## config.mk

```make
export PLATFORM = sky130hd
export DESIGN_NAME = stream_arb_2_to_1
export DESIGN_NICKNAME = d
export VERILOG_FILES = /design/src/rtl/stream_arb_2_to_1_pkg.sv /design/src/rtl/mux_2_to_1.sv /design/src/rtl/stream_arb_2_to_1.sv
export SDC_FILE = /design/constraint.sdc
export NUM_CORES = 1
export LEC_CHECK = 0
export CORE_ASPECT_RATIO = 2
export CORE_MARGIN = 2
export CORE_UTILIZATION = 42
export CTS_BUF_LIST = sky130_fd_sc_hd__clkbuf_8
export DETAILED_ROUTE_END_ITERATION = 10
export PLACE_DENSITY = 0.95
export SLEW_MARGIN = 20
export SYNTH_ARGS = -nofsm -noshare
export SYNTH_HDL_FRONTEND = slang
export SYNTH_SLANG_ARGS = --single-unit
```

## constraint.sdc

```tcl
create_clock -name clk -period 5.1 [get_ports clk]
set_input_delay 0.765 -clock clk [delete_from_list [all_inputs] [get_ports clk]]
set_output_delay 0.765 -clock clk [all_outputs]
set_load 0.02 [all_outputs]
```

## src/rtl/stream_arb_2_to_1_pkg.sv

```systemverilog
// Shared definitions for the two-input round-robin stream arbiter.
// Holds the default data width and the mux-select decision function.
package stream_arb_2_to_1_pkg;

  localparam int unsigned DEF_WIDTH = 32;

  // Select for the datapath mux: a lone requester wins outright,
  // otherwise (both or neither requesting) the select follows prio.
  function automatic logic pick_sel(
    input logic v0,
    input logic v1,
    input logic prio
  );
    logic sel;
    sel = prio;
    unique case (1'b1)
      (v0 && !v1): sel = 1'b0;
      (v1 && !v0): sel = 1'b1;
      default:     sel = prio;
    endcase
    return sel;
  endfunction

endpackage

```

## src/rtl/mux_2_to_1.sv

```systemverilog
// Plain 2:1 word multiplexer (datapath of the stream arbiter).
// Ports: i_d0/i_d1 data in, i_s_l select (0 = d0, 1 = d1), o_y out.
module mux_2_to_1 #(
  parameter int WIDTH = 32
) (
  input  logic [WIDTH-1:0] i_d0,
  input  logic [WIDTH-1:0] i_d1,
  input  logic             i_s_l,
  output logic [WIDTH-1:0] o_y
);

  assign o_y = i_s_l ? i_d1 : i_d0;

endmodule

```

## src/rtl/stream_arb_2_to_1.sv

```systemverilog
// Two-input round-robin valid/ready arbiter with a one-deep output
// register. Ports: clk, rst_n (sync, active low), in0_*/in1_* producer
// channels, s_l mux select, out_* consumer channel.
module stream_arb_2_to_1
  import stream_arb_2_to_1_pkg::*;
#(
  parameter int WIDTH = DEF_WIDTH
) (
  input  logic             clk,
  input  logic             rst_n,
  input  logic             in0_valid,
  input  logic [WIDTH-1:0] in0_data,
  output logic             in0_ready,
  input  logic             in1_valid,
  input  logic [WIDTH-1:0] in1_data,
  output logic             in1_ready,
  output logic             s_l,
  output logic             out_valid,
  output logic [WIDTH-1:0] out_data,
  input  logic             out_ready
);

  logic             r_prio;
  logic             r_out_valid;
  logic [WIDTH-1:0] r_out_data;

  logic             w_load_en;
  logic             w_sel;
  logic             w_rdy0;
  logic             w_rdy1;
  logic             w_xfer;
  logic [WIDTH-1:0] w_mux_y;

  // Output stage can accept when empty or draining this cycle.
  assign w_load_en = !r_out_valid || out_ready;
  assign w_sel     = pick_sel(in0_valid, in1_valid, r_prio);

  // A grant to K exists only when K is valid and the select is K.
  assign w_rdy0 = w_load_en && in0_valid && !w_sel;
  assign w_rdy1 = w_load_en && in1_valid && w_sel;
  assign w_xfer = w_rdy0 || w_rdy1;

  mux_2_to_1 #(
    .WIDTH(WIDTH)
  ) u_mux (
    .i_d0 (in0_data),
    .i_d1 (in1_data),
    .i_s_l(w_sel),
    .o_y  (w_mux_y)
  );

  always_ff @(posedge clk) begin
    if (!rst_n) begin
      r_prio      <= 1'b0;
      r_out_valid <= 1'b0;
      r_out_data  <= '0;
    end else if (w_xfer) begin
      r_out_data  <= w_mux_y;
      r_out_valid <= 1'b1;
      // Favour the channel that did not just win.
      r_prio      <= ~w_sel;
    end else if (out_ready) begin
      r_out_valid <= 1'b0;
    end
  end

  assign in0_ready = w_rdy0;
  assign in1_ready = w_rdy1;
  assign s_l       = w_sel;
  assign out_valid = r_out_valid;
  assign out_data  = r_out_data;

endmodule

```

==> results of run 1 <==
[final cells by class]
class                      instances  area share (%)
tap                               54            2.36
inverter                           1           0.131
sequential                        34            23.8
timing repair buffer             108            37.3
clock buffer                       6            2.89
multi-input combinational        110            33.6
[power by group through the flow]
stage	logic (uW)	clock network, uW	registers (uW)
floorplan	130	0	361
global placement	286	0	322
detailed placement	292	0	324
CTS	293	199	318
global route	310	208	322
finish	291	192	318
[cell families (layout without fill, tap and decap cells)]
logic type	count (synthesis)	after routing
adder cells (fa/ha/maj)	2	2
buffers and inverters	26	115
multiplexers	2	2
AND/OR/NAND/NOR	38	38
AO/OA/AOI/OAI	68	68
flip-flops	34	34
[Yosys cell counts (all sizes together)]
library cell	n	area share [%]
dfxtp	34	37
nor3	1	0.27
nand3	1	0.27
nor2b	1	0.34
clkbuf	7	2.1
nor2	1	0.20
ha	2	1.4
mux2i	1	0.75
nand2b	1	0.34
buf	18	8.5
o21a	33	14
o311a	32	17
nand4b	32	15
a21boi	1	0.41
o21ai	2	0.75
mux2	1	0.62
inv	1	0.20
nand2	1	0.34
[through the flow]
stage	power (uW)	cell area, sq um	hold slack, ns	worst slack (ns)	util, %
floorplan	491	1830	0.477	1.94	-
global placement	607	2780	0.446	1.15	65.4
detailed placement	615	2780	0.452	1.09	65.4
CTS	811	2870	0.467	1.08	67.4
global route	841	2860	0.476	0.982	67.3
finish	800	2860	0.463	1.08	67.3
[flip-flops by register name, summed over array words and instances, names as in the netlist]
signal,count
out_valid,1
r_prio,1
out_data,32
[worst reg2reg max path: cells and delay by family, from the launching register on]
family | cells | cell delay [ns]
compound gates | 2 | 0.89
buf+inv | 2 | 0.69
simple gates | 2 | 0.54
flops | 1 | 0.32
[worst max-delay path by stage]
stage / startpoint / end / slack [ns]
after floorplan: in0_valid / in0_ready / 1.94
after global placement: in0_valid / in0_ready / 1.15
after detailed placement: in0_valid / in0_ready / 1.09
after CTS: in0_valid / in0_ready / 1.08
after global routing: in0_valid / in0_ready / 0.98
final: in0_valid / in0_ready / 1.08
[placed cells by master (no fill, tap or decap), drive strengths merged, types with 2 or more instances in the layout]
master / netlist / layout
buf: 18 / 5
clkbuf: 7 / 6
clkdlybuf4s50: 0 / 103
dfxtp: 34 / 34
ha: 2 / 2
nand4b: 32 / 32
o21a: 33 / 33
o21ai: 2 / 2
o311a: 32 / 32
[routing by layer]
layer / up-vias / share of wire (%) / track usage [%]
met5: - / 0 / 0
met4: 0 / 2.0 / 9.36
met3: 9 / 9.2 / 6.77
met2: 97 / 49 / 37.1
met1: 855 / 39 / 26.2
li1: 865 / - / -
==> summary.txt, run 1 <==
Setup path
  • Reg2reg path depth: 6
  • Flop2flop setup slack: 2.61 ns
  • Startpoint class of the critical path: input port
  • Critical Path RT: 4.34 ns
  • Crit path kind: in2out
  • Critical-path cell list: clkdlybuf4s50_1 -> buf_4 -> inv_1 -> ha_1 -> mux2_2 -> nor3_1 -> clkdlybuf4s50_1
  • CP max stage delay: 0.63 ns
  • Crit end category: output port
  • Most frequent cell on the critical path: clkdlybuf4s50_1
  • Kind of cell adding the most delay to the critical path: buffers and inverters
  • Critical path peak fanout: 34
  • Worst R2R End: out_data[21]
  • Reg2Reg Launch Point: out_valid
  • Arr. time, crit path: 3.26 ns
  • WP depth: 7
  • Slowest CP cell: clkdlybuf4s50_1
  • Buffers & Inverters on Critical Path: 4

Synthesis
  • Largest family of logic cells by synthesized area: compound AO/OA/AOI/OAI gates
  • Syn_nets: 241
  • Syn. warnings: 0
  • Area share of and/or/nand/nor cells after synthesis: 17.1%
  • Syn Area/Cell: about 11 sq um
  • Synth Area in Adders: 1.37%
  • Yosys reg bits: 34
  • XOR/XNOR share of the synthesized area: 0%
  • Sequential area share after synthesis: 37.2%
  • Cells after Synth: 170
  • Synth Area in Compound Gates: 32.2%
  • Post-synthesis mux area share: 1.37%
  • Netlist cell types: 23
  • Mapped cell area: 0.00183 sq mm

Global route
  • Gr ovfl total: 0
  • Number of global-route vias before repair: 1863
  • Largest net degree at the start of global routing: 68
  • First-pass GRT wire length: 8690 um
  • Antenna violations before repair: 0
  • Gr usage total: 22.5%

Power
  • Clock power share: 24.0%
  • Peak VDD IR: 0.202 mV
  • Sw Share: 30.1%
  • Pleak: 0.00102 uW
  • Sw power: 241 uW
  • Int Pwr: 559 uW
  • Flop pwr share: 39.7%
  • Power per cell area: 280 mW/mm^2
  • Combinational fraction of design power: 36.3%

Floorplanning
  • Row count: 34
  • Die Span Y: 97.4 um
  • # IOs: 105
  • Core Area: 0.00425 sq mm
  • Die footprint: 0.00493 sq mm
  • Die X: 50.7 um
  • Initial Util: 43.0%

Timing
  • Min cycle time layout: 4.02 ns
  • Max-slew violations: 0
  • RSZ-0062 raised after global routing: no
  • Fin. Hold Viols: 0
  • Slew HR: between 50 and 60%
  • Period utilisation layout: roughly four fifths
  • Skew final: roughly 0.0040 ns
  • Least-Margin Pin Slew: about 0.7 ns
  • Final setup violation count: 0
  • Final TNS setup: 0 ns
  • Fmax: 249 MHz

Route
  • TritonRoute pass-1 iters: 4
  • Average vias per placed instance: 5.83
  • DRT iter0 DRCs: 44
  • WL per Instance: ~17 um
  • Post-route ant nets: 0
  • Via Count: about 1.8k
  • DRC: 0
  • Detailed Route WL: roughly 5300 um

Clocking
  • Post-CTS Setup Bufs: 0
  • Root Buffer Master: clkbuf_8
  • Total CTS buffers: 5
  • CTS Hold Bufs: 0
  • CTS tree: built
  • H-tree Lvls: 2
  • Clk slew on worst S/H paths: 0.06 ns
  • Skew-Pair Late Insertion Delay: 0.28 ns
  • Clock buffer depth: 2
  • TritonCTS Sinks: 34
  • # resized after CTS: 0

Outcome
  • Status: finished, final reports clean

Cells and area
  • Area grow syn2layout: 56.3%
  • Area of the multi-input gates: 961 sq um
  • Antenna diodes: 0
  • FILL cells: 329
  • Final Non-Filler Cells: 313
  • Fin nets: roughly 330
  • Sequential cell area: between 600 and 700 sq um
  • Share of cells above drive strength 1: approximately 5.8%

Worst hold path
  • Hold Crit Class: reg2reg
  • Hold Path End: out_data[20]
  • HP Start: out_data[20]
  • Hold Path Stages: 1

Placement
  • Input/output buffers: 104
  • GP Congestion: roughly 0.67
  • HPWL after DPL: 3620 um
  • Placed Instances: 307

Run
  • MaxCap Viol Count: 0
Power figures use the tool's default switching activity.
==> inputs of run 2 (changes only) <==
--- a/config.mk
+++ b/config.mk
@@ -7,10 +7,10 @@
 export LEC_CHECK = 0
 export CORE_ASPECT_RATIO = 2
 export CORE_MARGIN = 2
-export CORE_UTILIZATION = 42
+export CORE_UTILIZATION = 39
 export CTS_BUF_LIST = sky130_fd_sc_hd__clkbuf_8
 export DETAILED_ROUTE_END_ITERATION = 10
-export PLACE_DENSITY = 0.95
+export PLACE_DENSITY = 0.92
 export SLEW_MARGIN = 20
 export SYNTH_ARGS = -nofsm -noshare
 export SYNTH_HDL_FRONTEND = slang
==> constraint.sdc (replaced) <==
create_clock -name clk -period 4.1 [get_ports clk]
set_input_delay 0.615 -clock clk [delete_from_list [all_inputs] [get_ports clk]]
set_output_delay 0.615 -clock clk [all_outputs]
set_load 0.02 [all_outputs]
==> run 2 against run 1 <==
Effect of this change:
- clock skew up 0.0015 ns
- first-iteration DRC count is 39% lower
- clock power grew 48%
- via count down 0.88%
- critical endpoint unchanged
- largest power group unchanged
- highest routed layer unchanged
==> summary.txt, run 2 (same netlist as run 1, synthesis figures left out) <==
Outcome
  • Status: finished, final reports clean

Cells and area
  • Area grow syn2layout: 58.7%
  • Share of cells above drive strength 1: under 10%
  • Fin nets: 333
  • Most frequent cells in the layout: 103 x clkdlybuf4s50_1, 34 x dfxtp_1, 33 x o21a_1, 32 x nand4b_1, 32 x o311a_1
  • Commonest non-fill, non-tap cell in the layout: clkdlybuf4s50_1
  • Max FFs per register: 32
  • Final instance area: 0.00291 sq mm
  • Antenna diodes: 0
  • Final Non-Filler Cells: 318

Route
  • Post-route ant nets: 0
  • WL per Instance: 18.1 um
  • TritonRoute pass-1 iters: 4
  • DRT iter0 DRCs: 27
  • Via Count: between 1.5k and 2k
  • Detailed Route WL: 5750 um
  • Average vias per placed instance: around 5.7
  • DRC: 0

Timing
  • Fin. Hold Viols: 0
  • Period utilisation layout: 81.9%
  • Fmax: 298 MHz
  • Skew final: around 0.0055 ns
  • RSZ-0062 raised after global routing: no
  • Least-Margin Pin Slew: 0.636 ns
  • Min cycle time layout: 3.36 ns
  • Final setup violation count: 0
  • Slew HR: between 50% and 60%
  • Max-slew violations: 0
  • Final TNS setup: 0 ns

Floorplanning
  • Die Span Y: 101 um
  • Core Area: between 0.004 and 0.005 sq mm
  • Die footprint: 0.00529 sq mm
  • Initial Util: 40.2%
  • Die X: 52.4 um
  • Row count: 35
  • # IOs: ~110

Setup path
  • Arr. time, crit path: between 2 and 3 ns
  • Reg2Reg Launch Point: out_valid
  • Crit path kind: in2out
  • Critical Path RT: 3.48 ns
  • Critical path peak fanout: 3
  • Flop2flop setup slack: 2.24 ns
  • Critical path origin: in0_valid
  • Reg2reg path depth: 6
  • Crit end category: output port
  • Worst R2R End: out_data[6]
  • Startpoint class of the critical path: input port

Clocking
  • CTS Hold Bufs: 0
  • H-tree Lvls: 2
  • Root Buffer Master: clkbuf_8
  • Total CTS buffers: 5
  • Post-CTS Setup Bufs: 0
  • # resized after CTS: 0
  • Clk slew on worst S/H paths: 0.06 ns
  • TritonCTS Sinks: 34
  • CTS tree: built
  • Clock buffer depth: 2
  • Skew-Pair Late Insertion Delay: between 0.2 and 0.3 ns

Global route
  • M1 GR Usage: ~21%
  • Antenna violations before repair: 0
  • Gr ovfl total: 0
  • GR peak layer: met2
  • Met3 usage: 4.30%
  • Largest net degree at the start of global routing: 66
  • Gr usage total: 21.9%
  • Number of global-route vias before repair: 1815
  • Grt met2 use: 41.3%
  • First-pass GRT wire length: 8630 um

Placement
  • HPWL after DPL: approximately 4100 um
  • Placed Instances: just over 300
  • Dpl cell area: roughly 0.0028 sq mm
  • Input/output buffers: around 100
  • GP Congestion: between 0.8 and 0.9

Power
  • Peak VDD IR: 0.289 mV
  • Pleak: 0.00105 uW
  • Power per cell area: between 300 and 400 mW/mm^2

Worst hold path
  • HP Start: out_data[8]
  • Hold Path Stages: 1
  • Hold Path End: out_data[8]
  • Hold Crit Class: reg2reg

Run
  • MaxCap Viol Count: 0
## run 2: cell types whose count changed in the layout (fill, tap and decap cells not counted)
cell / before / now
clkbuf_8: 6 / 8
buf_4: 4 / 6
## run 2: final cells by class
class                   count  area, sq um
multi-input cells         110          961
flip-flops and latches     34          681
clock buffers               8          110
well taps                  55         68.8
repair buffers            110         1080
fillers                   400         1650
inverters                   1         3.75
## run 2: report_power, final
group / total [uW] / internal [uW] / leakage, uW / switching, uW
clock network: 284 / 170 / 0.0000575 / 114
logic: 369 / 195 / 0.000706 / 174
registers: 395 / 372 / 0.000282 / 22.2
## run 2: worst max-delay path by stage
stage | endpoint | slack [ns] | depth (start not counted)
after floorplan | in0_ready | 1.24 | 6
after global placement | in0_ready | 0.79 | 6
after detailed placement | in0_ready | 0.74 | 6
after CTS | in0_ready | 0.74 | 6
after global routing | in0_ready | 0.63 | 6
final | in0_ready | 0.74 | 6
## run 2: critical path, stage by stage
cell and delay, ns:
clkdlybuf4s50_1 0.48, inv_1 0.08, ha_1 0.39, mux2_2 0.38
nor3_1 0.18, clkdlybuf4s50_1 0.63
## run 2: metrics by stage
| stage | hold WS (ns) | total power, uW | worst slack [ns] | utilization [%] |
|---|---|---|---|---|
| 4_1_cts | 0.470 | 1060 | 0.741 | 63.8 |
| 3_5_place_dp | 0.453 | 772 | 0.741 | 61.4 |
| 2_1_floorplan | 0.477 | 611 | 1.24 | - |
| 6_report | 0.465 | 1050 | 0.743 | 63.8 |
| 5_1_grt | 0.490 | 1100 | 0.626 | 63.8 |
| 3_3_place_gp | 0.446 | 764 | 0.791 | 61.5 |
## run 2: per-layer routing
layer / share of wire [%] / vias to the layer above
li1: - / 876
met1: 35 / 852
met4: 3.2 / 0
met5: 0 / -
met2: 58 / 70
met3: 4.4 / 12
